$ cat config.mk
export PLATFORM = sky130hd
export DESIGN_NAME = voice_alloc
export DESIGN_NICKNAME = d
export VERILOG_FILES = /design/src/rtl/synth_pkg.sv /design/src/rtl/voice_age_bank.sv /design/src/rtl/voice_alloc.sv
export SDC_FILE = /design/constraint.sdc
export NUM_CORES = 1
export LEC_CHECK = 0
export ABC_AREA = 1
export CORE_UTILIZATION = 55
export CTS_CLUSTER_DIAMETER = 40
export DETAILED_ROUTE_END_ITERATION = 8
export HOLD_SLACK_MARGIN = 0.05
export PLACE_DENSITY = 0.85
export SETUP_SLACK_MARGIN = 0.1
export SYNTH_ARGS = -nofsm -noshare
export SYNTH_HDL_FRONTEND = slang
export SYNTH_SLANG_ARGS = --single-unit
$ cat constraint.sdc
create_clock -name clk -period 6.2 [get_ports clk]
set_clock_uncertainty 0.2 [all_clocks]
set_input_delay 1.24 -clock clk [delete_from_list [all_inputs] [get_ports clk]]
set_output_delay 1.24 -clock clk [all_outputs]
set_load 0.005 [all_outputs]
$ cat src/rtl/synth_pkg.sv
// Shared definitions for the synth voice path: allocator FSM encoding,
// default datapath widths and oscillator constants.
package synth_pkg;

  typedef enum logic [1:0] {
    ST_IDLE   = 2'd0,
    ST_SCAN   = 2'd1,
    ST_COMMIT = 2'd2
  } alloc_state_e;

  localparam int FREQ_W_DEF   = 12;
  localparam int KEY_W_DEF    = 7;
  // Parked frequency so an idle oscillator never divides by zero.
  localparam int DEFAULT_FREQ = 440;
  localparam int OSC_CLK_HZ   = 1_000_000;

endpackage

$ cat src/rtl/voice_age_bank.sv
// Per-voice saturating age counters. A clear zeroes a voice's age; the
// increment strobe ages every gated voice that is not being cleared.
// oldest_idx is the gated voice with the largest age, lowest index on ties.
module voice_age_bank #(
  parameter int NUM_VOICES = 4,
  parameter int AGE_W      = 8,
  parameter int IDX_W      = 2
) (
  input  logic                  clk,
  input  logic                  rst,
  input  logic [NUM_VOICES-1:0] clr,
  input  logic                  inc,
  input  logic [NUM_VOICES-1:0] gate,
  output logic [IDX_W-1:0]      oldest_idx
);

  localparam logic [AGE_W-1:0] AGE_MAX = '1;

  logic [NUM_VOICES-1:0][AGE_W-1:0] age_q, age_d;
  logic [AGE_W-1:0]                 best_age;
  logic                             best_ok;

  // Next age per voice: clear wins, otherwise saturating increment of gated voices
  always_comb begin
    age_d = age_q;
    for (int i = 0; i < NUM_VOICES; i++) begin
      if (clr[i]) begin
        age_d[i] = '0;
      end else if (inc && gate[i] && (age_q[i] != AGE_MAX)) begin
        age_d[i] = age_q[i] + 1'b1;
      end
    end
  end

  // Age registers
  always_ff @(posedge clk or posedge rst) begin
    if (rst) begin
      age_q <= '0;
    end else begin
      age_q <= age_d;
    end
  end

  // Argmax over gated voices; strict compare keeps the lowest index on ties
  always_comb begin
    oldest_idx = '0;
    best_age   = '0;
    best_ok    = 1'b0;
    for (int i = 0; i < NUM_VOICES; i++) begin
      if (gate[i] && (!best_ok || (age_q[i] > best_age))) begin
        best_ok    = 1'b1;
        best_age   = age_q[i];
        oldest_idx = IDX_W'(i);
      end
    end
  end

endmodule

$ cat src/rtl/voice_alloc.sv
// Polyphonic voice allocator. Events are captured in IDLE, voices are
// scanned one per clock in SCAN, and the result is applied in COMMIT.
// Optional build macro: VOICE_STEAL_EN (steal the oldest voice when full
// instead of dropping the note-on).
module voice_alloc
  import synth_pkg::*;
#(
  parameter int NUM_VOICES = 4,
  parameter int FREQ_W     = FREQ_W_DEF,
  parameter int KEY_W      = KEY_W_DEF,
  parameter int AGE_W      = 8
) (
  input  logic                         clk,
  input  logic                         rst,
  input  logic                         ev_valid,
  output logic                         ev_ready,
  input  logic                         ev_on,
  input  logic [KEY_W-1:0]             ev_key,
  input  logic [FREQ_W-1:0]            ev_freq,
  output logic [NUM_VOICES*FREQ_W-1:0] voice_freq,
  output logic [NUM_VOICES-1:0]        voice_gate,
  output logic [NUM_VOICES*KEY_W-1:0]  voice_key,
  output logic                         drop,
  output logic                         busy_all
);

  localparam int IDX_W = (NUM_VOICES > 1) ? $clog2(NUM_VOICES) : 1;
  localparam logic [IDX_W-1:0]  LAST_IDX  = IDX_W'(NUM_VOICES - 1);
  localparam logic [FREQ_W-1:0] FREQ_PARK = FREQ_W'(DEFAULT_FREQ);

  alloc_state_e state_q, state_d;
  logic [IDX_W-1:0]  idx_q, idx_d;
  logic              on_q, on_d;
  logic [KEY_W-1:0]  key_q, key_d;
  logic [FREQ_W-1:0] freq_q, freq_d;
  logic              match_found_q, match_found_d;
  logic [IDX_W-1:0]  match_idx_q, match_idx_d;
  logic              free_found_q, free_found_d;
  logic [IDX_W-1:0]  free_idx_q, free_idx_d;

  logic [NUM_VOICES-1:0]             gate_q, gate_d;
  logic [NUM_VOICES-1:0][KEY_W-1:0]  vkey_q, vkey_d;
  logic [NUM_VOICES-1:0][FREQ_W-1:0] vfreq_q, vfreq_d;
  logic                              drop_q, drop_d;

  logic [NUM_VOICES-1:0] age_clr;
  logic                  age_inc;
  logic [IDX_W-1:0]      oldest_idx;
  logic [IDX_W-1:0]      tgt;
  logic                  tgt_ok;

  voice_age_bank #(
    .NUM_VOICES (NUM_VOICES),
    .AGE_W      (AGE_W),
    .IDX_W      (IDX_W)
  ) u_age (
    .clk        (clk),
    .rst        (rst),
    .clr        (age_clr),
    .inc        (age_inc),
    .gate       (gate_q),
    .oldest_idx (oldest_idx)
  );

  // Next-state, scan bookkeeping and commit of the captured event
  always_comb begin
    state_d       = state_q;
    idx_d         = idx_q;
    on_d          = on_q;
    key_d         = key_q;
    freq_d        = freq_q;
    match_found_d = match_found_q;
    match_idx_d   = match_idx_q;
    free_found_d  = free_found_q;
    free_idx_d    = free_idx_q;
    gate_d        = gate_q;
    vkey_d        = vkey_q;
    vfreq_d       = vfreq_q;
    drop_d        = 1'b0;
    age_clr       = '0;
    age_inc       = 1'b0;
    ev_ready      = 1'b0;
    tgt           = '0;
    tgt_ok        = 1'b0;

    case (state_q)
      ST_IDLE: begin
        ev_ready = 1'b1;
        if (ev_valid) begin
          on_d          = ev_on;
          key_d         = ev_key;
          freq_d        = ev_freq;
          idx_d         = '0;
          match_found_d = 1'b0;
          free_found_d  = 1'b0;
          state_d       = ST_SCAN;
        end
      end

      ST_SCAN: begin
        if (!match_found_q && gate_q[idx_q] && (vkey_q[idx_q] == key_q)) begin
          match_found_d = 1'b1;
          match_idx_d   = idx_q;
        end
        if (!free_found_q && !gate_q[idx_q]) begin
          free_found_d = 1'b1;
          free_idx_d   = idx_q;
        end
        if (idx_q == LAST_IDX) begin
          state_d = ST_COMMIT;
        end else begin
          idx_d = idx_q + 1'b1;
        end
      end

      ST_COMMIT: begin
        state_d = ST_IDLE;
        if (on_q) begin
          if (freq_q != '0) begin
            if (match_found_q) begin
              tgt_ok = 1'b1;
              tgt    = match_idx_q;
            end else if (free_found_q) begin
              tgt_ok = 1'b1;
              tgt    = free_idx_q;
            end else begin
`ifdef VOICE_STEAL_EN
              tgt_ok = 1'b1;
              tgt    = oldest_idx;
`endif
            end
          end
          if (tgt_ok) begin
            gate_d[tgt]  = 1'b1;
            vkey_d[tgt]  = key_q;
            vfreq_d[tgt] = freq_q;
            age_clr[tgt] = 1'b1;
            age_inc      = 1'b1;
          end else begin
            drop_d = 1'b1;
          end
        end else if (match_found_q) begin
          // Release only: key and freq stay for the downstream release tail
          gate_d[match_idx_q] = 1'b0;
        end
      end

      default: state_d = ST_IDLE;
    endcase
  end

  // State, captured event and voice registers
  always_ff @(posedge clk or posedge rst) begin
    if (rst) begin
      state_q       <= ST_IDLE;
      idx_q         <= '0;
      on_q          <= 1'b0;
      key_q         <= '0;
      freq_q        <= '0;
      match_found_q <= 1'b0;
      match_idx_q   <= '0;
      free_found_q  <= 1'b0;
      free_idx_q    <= '0;
      gate_q        <= '0;
      vkey_q        <= '0;
      vfreq_q       <= {NUM_VOICES{FREQ_PARK}};
      drop_q        <= 1'b0;
    end else begin
      state_q       <= state_d;
      idx_q         <= idx_d;
      on_q          <= on_d;
      key_q         <= key_d;
      freq_q        <= freq_d;
      match_found_q <= match_found_d;
      match_idx_q   <= match_idx_d;
      free_found_q  <= free_found_d;
      free_idx_q    <= free_idx_d;
      gate_q        <= gate_d;
      vkey_q        <= vkey_d;
      vfreq_q       <= vfreq_d;
      drop_q        <= drop_d;
    end
  end

  assign voice_gate = gate_q;
  assign voice_key  = vkey_q;
  assign voice_freq = vfreq_q;
  assign drop       = drop_q;
  assign busy_all   = &gate_q;

endmodule
==> flow_metrics.env <==
export IMPL_crit_family="buffers and inverters"
export IMPL_p_leak_uw=0.003051
export IMPL_synth_warnings=0
export IMPL_cts_buffer_depth=2
export IMPL_use_met1_pct=37.44
export IMPL_cts_buffers_inserted=9
export IMPL_status="complete, but fails checks"
export IMPL_grt_util_all_layers_pct=27.71
export IMPL_setup_viol_count_final=0
export IMPL_antenna_left=0
export IMPL_arrival_ns=1.67
export IMPL_grt_busiest_layer="met2"
export IMPL_clkSinkCount=111
export IMPL_path_depth=3
export IMPL_numPlacedInstances=771
export IMPL_fin_crit_sh_pct=50.14
export IMPL_reg2reg_from="freq_q[8]"
export IMPL_reg2reg_depth=7
export IMPL_grt_pass1_wl_mm=20.87
export IMPL_seq_area_frac_synth_pct=55.43
export IMPL_synth_area_um2=5056
export IMPL_drv_cap=0
export IMPL_core_area_um2=8806
export IMPL_endpoint="busy_all"
export IMPL_cp_end_kind="primary output"
export IMPL_syn_nets=608
export IMPL_finalMaxSlewViolations=0
export IMPL_rows=34
export IMPL_fin_tns_setup_ns=0
export IMPL_ys_ff_latch=111
export IMPL_clkLatencyLatePin_ns=0.38
export IMPL_slew_headroom_pct=23.82
export IMPL_finalHoldViolCount=0
export IMPL_wl_mm=12.66
export IMPL_ctsHtreeMaxLevel=3
export IMPL_startpoint="voice_gate[3]"
export IMPL_fmax_mhz=321.7
export IMPL_nNetsFinal=698
export IMPL_layout_common_cells="222 x nand2_1, 105 x clkdlybuf4s50_1, 91 x dfrtp_1"
export IMPL_gr_usage_met3_pct=3.078
export IMPL_syn_to_final_growth_pct=23.09
export IMPL_slowest_delay_ns=0.55
export IMPL_syn_area_per_cell_um2=8.658
export IMPL_crit_type="flop to primary output"
export IMPL_ioPinCount=106
export IMPL_drc_errors=7
export IMPL_n_antenna_cell=0
export IMPL_worst_setup_path_start_kind="flop"
export IMPL_ff2ff_setup_slack_ns=3.47
export IMPL_violations="design-rule violations"
export IMPL_critPathRequiredTime_ns=4.76
export IMPL_grt_pass1_vias=4370
export IMPL_worst_pin_slew_ns=1.141
export IMPL_cts_setup_buffers=0
export IMPL_gp_routability_congestion=0.8870
export IMPL_crit_slowest_cell="clkdlybuf4s50_1"
export IMPL_hold_buffers=0
export IMPL_ctsResizeCount=0
export IMPL_final_common_cell="nand2_1"
export IMPL_drive_above_1_share_pct=9.278
export IMPL_clock_root_buffer="clkbuf_8"
export IMPL_start_util_pct=57.42
export IMPL_grt_max_degree=63
export IMPL_syn_inst=584
export IMPL_clkSlewWorstSetupHoldPaths_ns=0.11
export IMPL_routed_via_density=5.579
export IMPL_cp_max_fo=3
export IMPL_final_cells=787
export IMPL_path_buf_inv=2
export IMPL_io_buffer_count=105
export IMPL_cp_cell_sequence="inv_1 > nor4_1 > clkdlybuf4s50_1"
export IMPL_r2r_end="voice_key[0]"
export IMPL_drtPass1Iterations=9
export IMPL_power_density_nw_per_um2=375.6
export IMPL_antenna_found_initial=0
export IMPL_min_path_type="flop to flop"
export IMPL_place_hpwl_mm=8.461
export IMPL_fin_crit_ns=3.109
export IMPL_rsz0062_at_grt="false"
export IMPL_overflow=0
export IMPL_wl_per_cell_um=16.08
export IMPL_vias=4391
export IMPL_cts_tree="built"
export IMPL_fill_cells=662
export IMPL_use_met2_pct=44.42
export IMPL_die_area_um2=9580
export IMPL_synth_cell_types=32
export IMPL_die_h_um=97.88
export IMPL_drtIter0Drc=314
export IMPL_die_width_um=97.88
export IMPL_peakVddDrop_mv=0.1683
sequential cells by signal, summed over array words and instances (netlist names):
name,flops
drop,1
free_found_q,1
free_idx_q,2
freq_q,12
idx_q,2
key_q,7
match_found_q,1
match_idx_q,2
on_q,1
state_q,2
voice_freq,48
voice_gate,4
voice_key,28
worst min path at each step:
stage | cells past startpoint | slack, ns | to | startpoint
after floorplan | 2 | 0.25 | free_idx_q[0] | free_idx_q[0]
after detailed placement | 2 | 0.27 | voice_freq[43] | voice_freq[43]
final | 2 | 0.28 | voice_freq[43] | voice_freq[43]
after CTS | 2 | 0.29 | voice_freq[31] | voice_freq[31]
after global placement | 2 | 0.26 | voice_freq[36] | voice_freq[36]
after global routing | 2 | 0.31 | voice_freq[16] | voice_freq[16]
power breakdown:
group / switching, uW / leakage [uW] / internal, uW
clock network: 251 / 0.000106 / 177
logic: 475 / 0.00152 / 326
registers: 197 / 0.00143 / 911
total: 923 / 0.00305 / 1410
kinds of logic (layout without fill, tap and decap cells):
group / count (synthesis) / count (layout) / share of synthesized area, %
flip-flops: 111 / 111 / 55.43
adder cells (fa/ha/maj): 1 / 1 / 0.2474
buffers and inverters: 70 / 165 / 7.869
AO/OA/AOI/OAI: 112 / 112 / 11.38
AND/OR/NAND/NOR: 290 / 290 / 25.07
routing by layer:
layer | vias up | wire length [um] | part of all wire, %
met5 | - | 0 | 0
met1 | 2122 | 5325 | 42
met3 | 38 | 829 | 6.6
li1 | 2045 | - | -
met4 | 0 | 413 | 3.3
met2 | 186 | 6087 | 48
stage by stage:
step	cell area, um^2	hold WS, ns	util (%)	setup slack [ns]	total power [uW]
2_1_floorplan	5056	0.2537	-	1.862	1567
3_3_place_gp	6026	0.2642	68.43	2.980	1868
3_5_place_dp	6026	0.2704	68.43	2.918	1905
4_1_cts	6223	0.2853	70.67	3.089	2335
5_1_grt	6223	0.3127	70.67	2.983	2480
6_report	6223	0.2843	70.67	3.091	2338
cell type report:
cell class              count  area (um^2)  share of cell area [%]
flip-flops and latches    111         2803                   45.03
repair buffers            106         1059                   17.01
clock buffers              10        148.9                   2.392
multi-input cells         403         1856                   29.82
clock inverters             6        48.80                  0.7841
well taps                 108        135.1                   2.171
inverters                  43        173.9                   2.795
Yosys cell counts (all sizes together):
cell    count  share of area, %
a21oi       8              0.79
buf        17               3.6
clkbuf     10              0.87
clkinv      1             0.074
dfrtp      91                45
dfstp      20                10
ha          1              0.25
inv        42               3.3
nand2     227                17
nand3      35               3.5
nand4       2              0.37
nor2       24               3.5
nor3        1             0.099
nor4        1              0.12
o21ai     104                11
worst min-delay path, stage by stage, from the launching register on:
cell and delay, ns:
dfstp_2 0.38, o21ai_1 0.06, nand2_1 0.05
Power figures use the tool's default switching activity.
